[src/rtl/imem_port_arbiter.sv]
// Shares the single-port instruction memory between the fetch stage (reads) and the
// program loader (writes). Fetch has priority in RUN; the loader owns the port in LOAD.
module imem_port_arbiter #(
    parameter int unsigned ADDR_WIDTH = 16,
    parameter int unsigned DATA_WIDTH = 16,
    parameter int unsigned MAX_WAIT   = 8,
    parameter int unsigned CNT_WIDTH  = 16
) (
    input  logic                  clk,
    input  logic                  rst,
    input  logic                  fetch_req,
    input  logic [ADDR_WIDTH-1:0] fetch_addr,
    output logic                  fetch_gnt,
    output logic                  fetch_valid,
    output logic [DATA_WIDTH-1:0] fetch_data,
    input  logic                  ld_req,
    input  logic [ADDR_WIDTH-1:0] ld_addr,
    input  logic [DATA_WIDTH-1:0] ld_wdata,
    output logic                  ld_gnt,
    input  logic                  load_mode,
    output logic                  busy_load,
    output logic [CNT_WIDTH-1:0]  ld_count,
    output logic                  mem_en,
    output logic                  mem_we,
    output logic [ADDR_WIDTH-1:0] mem_addr,
    output logic [DATA_WIDTH-1:0] mem_wdata,
    input  logic [DATA_WIDTH-1:0] mem_rdata
);

    localparam int unsigned WAIT_W = $clog2(MAX_WAIT + 1);

    typedef enum logic [1:0] {
        ST_RUN,
        ST_LOAD,
        ST_FLUSH
    } state_t;

    state_t              state;
    state_t              next_state;
    logic [WAIT_W-1:0]   wait_cnt;
    logic                forced;

    // Byte addresses are halved to word addresses, so bit 0 never reaches the macro.
    logic unused_addr_lsb;
    assign unused_addr_lsb = fetch_addr[0] ^ ld_addr[0];

    assign forced     = (wait_cnt == WAIT_W'(MAX_WAIT));
    assign fetch_data = mem_rdata;

    // Grant arbitration: nothing is granted during reset or FLUSH.
    always_comb begin
        fetch_gnt = 1'b0;
        ld_gnt    = 1'b0;
        if (!rst) begin
            case (state)
                ST_RUN: begin
                    if (forced && ld_req) begin
                        ld_gnt = 1'b1;
                    end else if (fetch_req) begin
                        fetch_gnt = 1'b1;
                    end else begin
                        ld_gnt = ld_req;
                    end
                end
                ST_LOAD: ld_gnt = ld_req;
                default: ;
            endcase
        end
    end

    // Memory port mux driven by whichever requester holds the grant.
    always_comb begin
        mem_en    = fetch_gnt | ld_gnt;
        mem_we    = ld_gnt;
        mem_addr  = '0;
        mem_wdata = '0;
        if (ld_gnt) begin
            mem_addr  = {1'b0, ld_addr[ADDR_WIDTH-1:1]};
            mem_wdata = ld_wdata;
        end else if (fetch_gnt) begin
            mem_addr  = {1'b0, fetch_addr[ADDR_WIDTH-1:1]};
        end
    end

    always_comb begin
        next_state = state;
        case (state)
            ST_RUN:   if (load_mode) next_state = ST_LOAD;
            ST_LOAD:  if (!load_mode) next_state = ST_FLUSH;
            ST_FLUSH: next_state = load_mode ? ST_LOAD : ST_RUN;
            default:  next_state = ST_RUN;
        endcase
    end

    always_ff @(posedge clk) begin
        if (rst) begin
            state       <= ST_RUN;
            wait_cnt    <= '0;
            fetch_valid <= 1'b0;
            ld_count    <= '0;
            busy_load   <= 1'b0;
        end else begin
            state       <= next_state;
            fetch_valid <= fetch_gnt;
            busy_load   <= (next_state != ST_RUN);

            // Starvation counter only runs while staying in RUN; it saturates via the forced grant.
            if (state == ST_RUN && next_state == ST_RUN) begin
                if (ld_gnt || !ld_req) begin
                    wait_cnt <= '0;
                end else if (!forced) begin
                    wait_cnt <= wait_cnt + WAIT_W'(1);
                end
            end else begin
                wait_cnt <= '0;
            end

            if (next_state == ST_LOAD && state != ST_LOAD) begin
                ld_count <= '0;
            end else if (state == ST_LOAD && ld_gnt) begin
                ld_count <= ld_count + CNT_WIDTH'(1);
            end
        end
    end

endmodule

[config.mk]
export PLATFORM = sky130hd
export DESIGN_NAME = imem_port_arbiter
export DESIGN_NICKNAME = d
export VERILOG_FILES = /design/src/rtl/imem_port_arbiter.sv
export SDC_FILE = /design/constraint.sdc
export NUM_CORES = 1
export LEC_CHECK = 0
export CAP_MARGIN = 5
export CELL_PAD_IN_SITES_DETAIL_PLACEMENT = 1
export CELL_PAD_IN_SITES_GLOBAL_PLACEMENT = 2
export CORE_ASPECT_RATIO = 0.7
export CORE_MARGIN = 3
export CORE_UTILIZATION = 15
export CTS_CLUSTER_SIZE = 40
export DETAILED_ROUTE_END_ITERATION = 6
export PLACE_DENSITY_LB_ADDON = 0.1
export SLEW_MARGIN = 10
export SYNTH_ARGS = -nofsm -noshare
export SYNTH_HDL_FRONTEND = slang
export SYNTH_SLANG_ARGS = --single-unit
[constraint.sdc]
create_clock -name clk -period 4 [get_ports clk]
set_input_delay 0.8 -clock clk [delete_from_list [all_inputs] [get_ports clk]]
set_output_delay 0.8 -clock clk [all_outputs]
set_load 0.03 [all_outputs]
# --- Word-level counts from Yosys, hierarchy flattened ---
# Cells that the tools add are included.
totals:
  output_inout_bits: 70
  regBits: 24
  elab_cells: 40
op_classes:
  n_addsub: 2
  n_bitwise: 2
  n_mux: 15
  n_reduce_logical: 11
  eq_ne: 5
op_table:
  columns: ["operator", "n"]
  rows:
  - ["$mux 15", 2]
  - ["$add 16x1->16 const B", 1]
  - ["$mux 16", 1]
  - ["$mux 1", 8]
  - ["$pmux 2 s3", 1]
  - ["$add 4x1->4 const B", 1]
  - ["$eq 2x1->1 const B", 2]
  - ["$eq 4x4->1 const B", 1]
  - ["$logic_and 1x1->1", 4]
  - ["$logic_not 2->1", 2]
  - ["$mux 2", 2]
  - ["$reduce_or 3->1", 1]
  - ["$eq 2x2->1 const B", 1]
  - ["$ne 2x1->1 const B", 1]
  - ["$pmux 1 s2", 1]
  - ["$reduce_bool 2->1", 1]
  - ["$reduce_or 2->1", 1]
  - ["$logic_not 1->1", 1]
  - ["$logic_or 1x1->1", 1]
  - ["$not 1->1", 1]
  - ["$or 1x1->1", 1]

# --- Longest topological paths before layout ---
depth:
  depth_word: 7
  mapped_depth: 7
  depth_no_buf: 6

# --- Worst setup path after synthesis ---
# No wires, ideal clock.
synth_path:
  path_kind: "input-to-output"
  startpoint: "input fetch_req"
  endpoint: "output mem_addr[10]"
  t_arrival_ns: 2.369
  slack_ns: 0.831
  path_stages: 4
  path_cell_list: "nand2_1 > a2111oi_2 > clkbuf_1 > a22o_1"
synth_between:
  elab_chain_len: 6
  word_cells_on_any_way: 10
  cone_classes: "mux (10)"
synth_lines:
  columns: ["element", "line", "rtl"]
  rows:
  - ["start, declared", "11", "input logic fetch_req,"]
  - ["$mux 1", "59", "end else if (fetch_req) begin"]
  - ["$mux 1", "57", "if (forced && ld_req) begin"]
  - ["$mux 1", "55", "case (state)"]
  - ["$mux 1", "54", "if (!rst) begin"]
  - ["via fetch_gnt", "13", "output logic fetch_gnt,"]
  - ["$mux 15", "80", "end else if (fetch_gnt) begin"]
  - ["$mux 15", "77", "if (ld_gnt) begin"]
  - ["end, declared", "25", "output logic [ADDR_WIDTH-1:0] mem_addr,"]
# The timed path passes the listed nets, and every way through them passes these cells.

# --- Worst setup path in the final report ---
layout_path:
  startpoint: "input rst"
  endpoint: "output mem_wdata[15]"
layout_between:
  elab_chain_len: 2
layout_lines:
  columns: ["element", "line", "rtl"]
  rows:
  - ["start, declared", "10", "input logic rst,"]
  - ["$mux 1", "54", null]
  - ["$mux 16", "77", null]
  - ["end, declared", "26", "output logic [DATA_WIDTH-1:0] mem_wdata,"]
# No other way between the ends.

==> qor.csv <==
stage;metric;value;unit
outcome;status;finished clean;
placement;dp_hpwl;4449;um
cells_and_area;diodes;0;
yosys;synth_common_cells;dfxtp_1 (24), buf_4 (18), and2_1 (16);
yosys;yosys_warnings;0;
die;start_util;0.1573;
pwr;switching_share;0.2631;
timing;finalHoldViolCount;0;
timing;setup_tns;0;ns
worst_setup_path;reg2reg_slack;1.93;ns
timing;layout_min_cycle_time;3.515;ns
pwr;comb_power_share;0.260;
clock_network;numCtsBuffers;3;
worst_setup_path;endpoint;mem_wdata[15];
pwr;p_int;0.4592;mW
yosys;synth_nets;248;
timing;setup_slack;0.4845;ns
worst_setup_path;r2r-end;ld_count[15]$_SDFFE_PP0P_;
global_routing;grt_max_degree;22;
worst_setup_path;critPathArrivalTime;2.72;ns
yosys;synth-edff-count;0;
die;die_area;0.01094;mm2
routing;routedWlPerCell;14.22;um
worst_setup_path;cp.required;3.20;ns
pwr;seqPwrFrac;0.391;
worst_setup_path;crit_path_start_kind;input pin;
yosys;syn_area;0.001455;mm2
timing;whs;0.4658;ns
yosys;synth_cell_types;37;
clock_network;cts_tree;done;
timing;final.setup_skew;0.002434;ns
global_routing;grt_use_total;0.09483;
die;die_w;123.7;um
timing;max_slew_margin;0.5619;
timing;fin_crit_sh;0.8789;
global_routing;grt_pass1_wl;8121;um
die;pin_count;139;
die;rows;29;
pwr;power_leakage;0.9014;nW
yosys;synth_top_area_share;0.3302;
yosys;syn_inst;176;
placement;gp_congestion;0.6525;
worst_setup_path;critPathKind;in -> out;
yosys;yosysSeqAreaShare;0.3302;
timing;rsz0062_at_grt;false;
placement;post-place-ws;0.4569;ns
routing;wl;5475;um
clock_network;cts_resized;0;
yosys;synthFlopType;dfxtp_1;
worst_hold_path;hold_class;reg -> reg;
routing;drc;0;
clock_network;clkTransAtPathRegs;0.06;ns
routing;drt-pass1-iter-count;4;
pwr;clockPowerShare;0.348;
yosys;synth_area_leaders;dfxtp_1 (33%), buf_4 (9.3%), a22o_1 (9.0%), and2_1 (6.9%), xnor2_1 (5.4%);
global_routing;overflow;0;
global_routing;grt_pass1_vias;1543;
clock_network;cts_root_buf;clkbuf_16;
routing;drtIter0Drc;46;
global_routing;antenna_found_initial;0;
worst_setup_path;end_kind;output port;
routing;num_vias;1534;
timing;max_freq;0.2845;GHz
timing;tightest_slew;0.6483;ns
cells_and_area;area_growth_syn_to_layout;75.06;%
worst_setup_path;critPathLaunch;rst;
routing;viasPerCell;3.984;
yosys;async_reset_ff_frac;0;
yosys;syn_area_per_cell;8.268;um2
cells_and_area;drive_gt1_frac;0.1073;
pwr;power_density;244.6;mW/mm2
run;drv_cap;0;
clock_network;clkLatencyLatePin;0.25;ns
worst_setup_path;r2r.worst_path.cells;4;
clock_network;cts_buffer_depth;2;
yosys;ys_seq_elements;24;
pwr;p_sw;0.1639;mW
yosys;yosys.area.top_type;dfxtp_1;
placement;port-buffer-count;103;
clock_network;clock_sinks;24;
die;coreArea;0.009253;mm2
clock_network;htree_levels;1;
worst_setup_path;worstReg2RegStart;state[1]$_SDFF_PP0_;
cells_and_area;final_nets;335;
clock_network;hold_buffers;0;
clock_network;post_cts.repair.setup_buffers;0;
timing;slew_viol_final;0;
timing;setup_violations;0;
pwr;ir_drop;0.1417;mV
die;die_height;88.41;um
worst_setup_path;crit_fanout;21;
routing;ant_nets;0;
yosys;yosysMostFrequentCell;dfxtp_1;
critical path, stage by stage:
cell and delay, ns:
clkdlybuf4s50_1 0.42, nor2_1 0.19, nand2_1 0.11, a21oi_2 0.11
buf_4 0.23, and2_1 0.15, clkdlybuf4s50_1 0.69
routing by layer:
layer	GRT usage	share of wire	vias to the layer above
met5	0	0	-
met4	0.02915	0.012	0
met3	0.02875	0.060	10
met2	0.1422	0.47	40
met1	0.1306	0.46	715
li1	-	-	769
sequential cells by signal (all words and copies together), names as in the netlist:
register / flops
busy_load: 1
wait_cnt: 4
state: 2
ld_count: 16
fetch_valid: 1
cell families (layout without fill, tap and decap cells):
kind of cell,count (synthesis),in the layout,share of synthesized area
xor+xnor,11,11,0.06621
other cells,1,1,0.002577
compound gates,36,36,0.1857
buf+inv,32,117,0.1298
fa+ha+maj,3,3,0.02580
simple gates,69,69,0.2597
flops,24,24,0.3302
placed cells by master, fill, tap and decap left out:
cell / instances
nor2_1: 14
inv_1: 7
ha_1: 3
buf_4: 20
nand4bb_1: 1
a21o_1: 1
a211oi_1: 1
nand3_1: 5
nor4bb_1: 1
and4_1: 1
a21oi_1: 7
o21a_1: 1
xnor2_1: 9
conb_1: 1
nor4b_1: 1
or3_1: 4
nor4_1: 2
xor2_1: 2
clkdlybuf4s50_1: 87
nor2b_1: 1
o31ai_1: 3
or3_4: 1
a21oi_2: 1
o211ai_1: 2
or4_1: 2
clkbuf_16: 3
and2_1: 16
dfxtp_1: 24
a22o_1: 15
a2111oi_0: 1
nand2_1: 12
nand4_1: 2
nor3_1: 3
o21ai_0: 3
and3_1: 1
or2_2: 2
a2111oi_2: 1
power groups by stage:
| stage | combinational, mW | clock [mW] | sequential [mW] |
|---|---|---|---|
| 3_5_place_dp | 0.164 | 0 | 0.249 |
| 2_1_floorplan | 0.0985 | 0 | 0.252 |
| 5_1_grt | 0.173 | 0.239 | 0.244 |
| 3_3_place_gp | 0.165 | 0 | 0.249 |
| 4_1_cts | 0.165 | 0.228 | 0.244 |
| 6_report | 0.162 | 0.217 | 0.244 |
layout make-up:
class / count / area (um2)
Fill cell: 1087 / 6705
Inverter: 7 / 26.28
Sequential cell: 24 / 480.5
Timing Repair Buffer: 107 / 1021
Multi-Input combinational cell: 120 / 789.5
Tap cell: 124 / 155.1
Clock buffer: 3 / 75.07
worst min-delay path by stage:
stage | startpoint | end | slack (ns) | cells after the start
final | wait_cnt[0]$_SDFFE_PP0P_ | wait_cnt[0]$_SDFFE_PP0P_ | 0.47 | 1
after floorplan | wait_cnt[0]$_SDFFE_PP0P_ | wait_cnt[0]$_SDFFE_PP0P_ | 0.43 | 1
after CTS | wait_cnt[0]$_SDFFE_PP0P_ | wait_cnt[0]$_SDFFE_PP0P_ | 0.47 | 1
after global placement | wait_cnt[0]$_SDFFE_PP0P_ | wait_cnt[0]$_SDFFE_PP0P_ | 0.45 | 1
after detailed placement | wait_cnt[0]$_SDFFE_PP0P_ | wait_cnt[0]$_SDFFE_PP0P_ | 0.45 | 1
after global routing | wait_cnt[0]$_SDFFE_PP0P_ | wait_cnt[0]$_SDFFE_PP0P_ | 0.52 | 1
metrics by stage:
| step | cells | util | total power, mW | area [um2] |
|---|---|---|---|---|
| detailed placement | 382 | 0.2672 | 0.4134 | 2472 |
| global route | 385 | 0.2753 | 0.6559 | 2547 |
| global placement | 382 | 0.2672 | 0.4138 | 2472 |
| CTS | 385 | 0.2753 | 0.6364 | 2547 |
| floorplan | 176 | - | 0.3500 | 1455 |
| finish | 385 | 0.2753 | 0.6231 | 2547 |
Power figures use the tool's default switching activity.
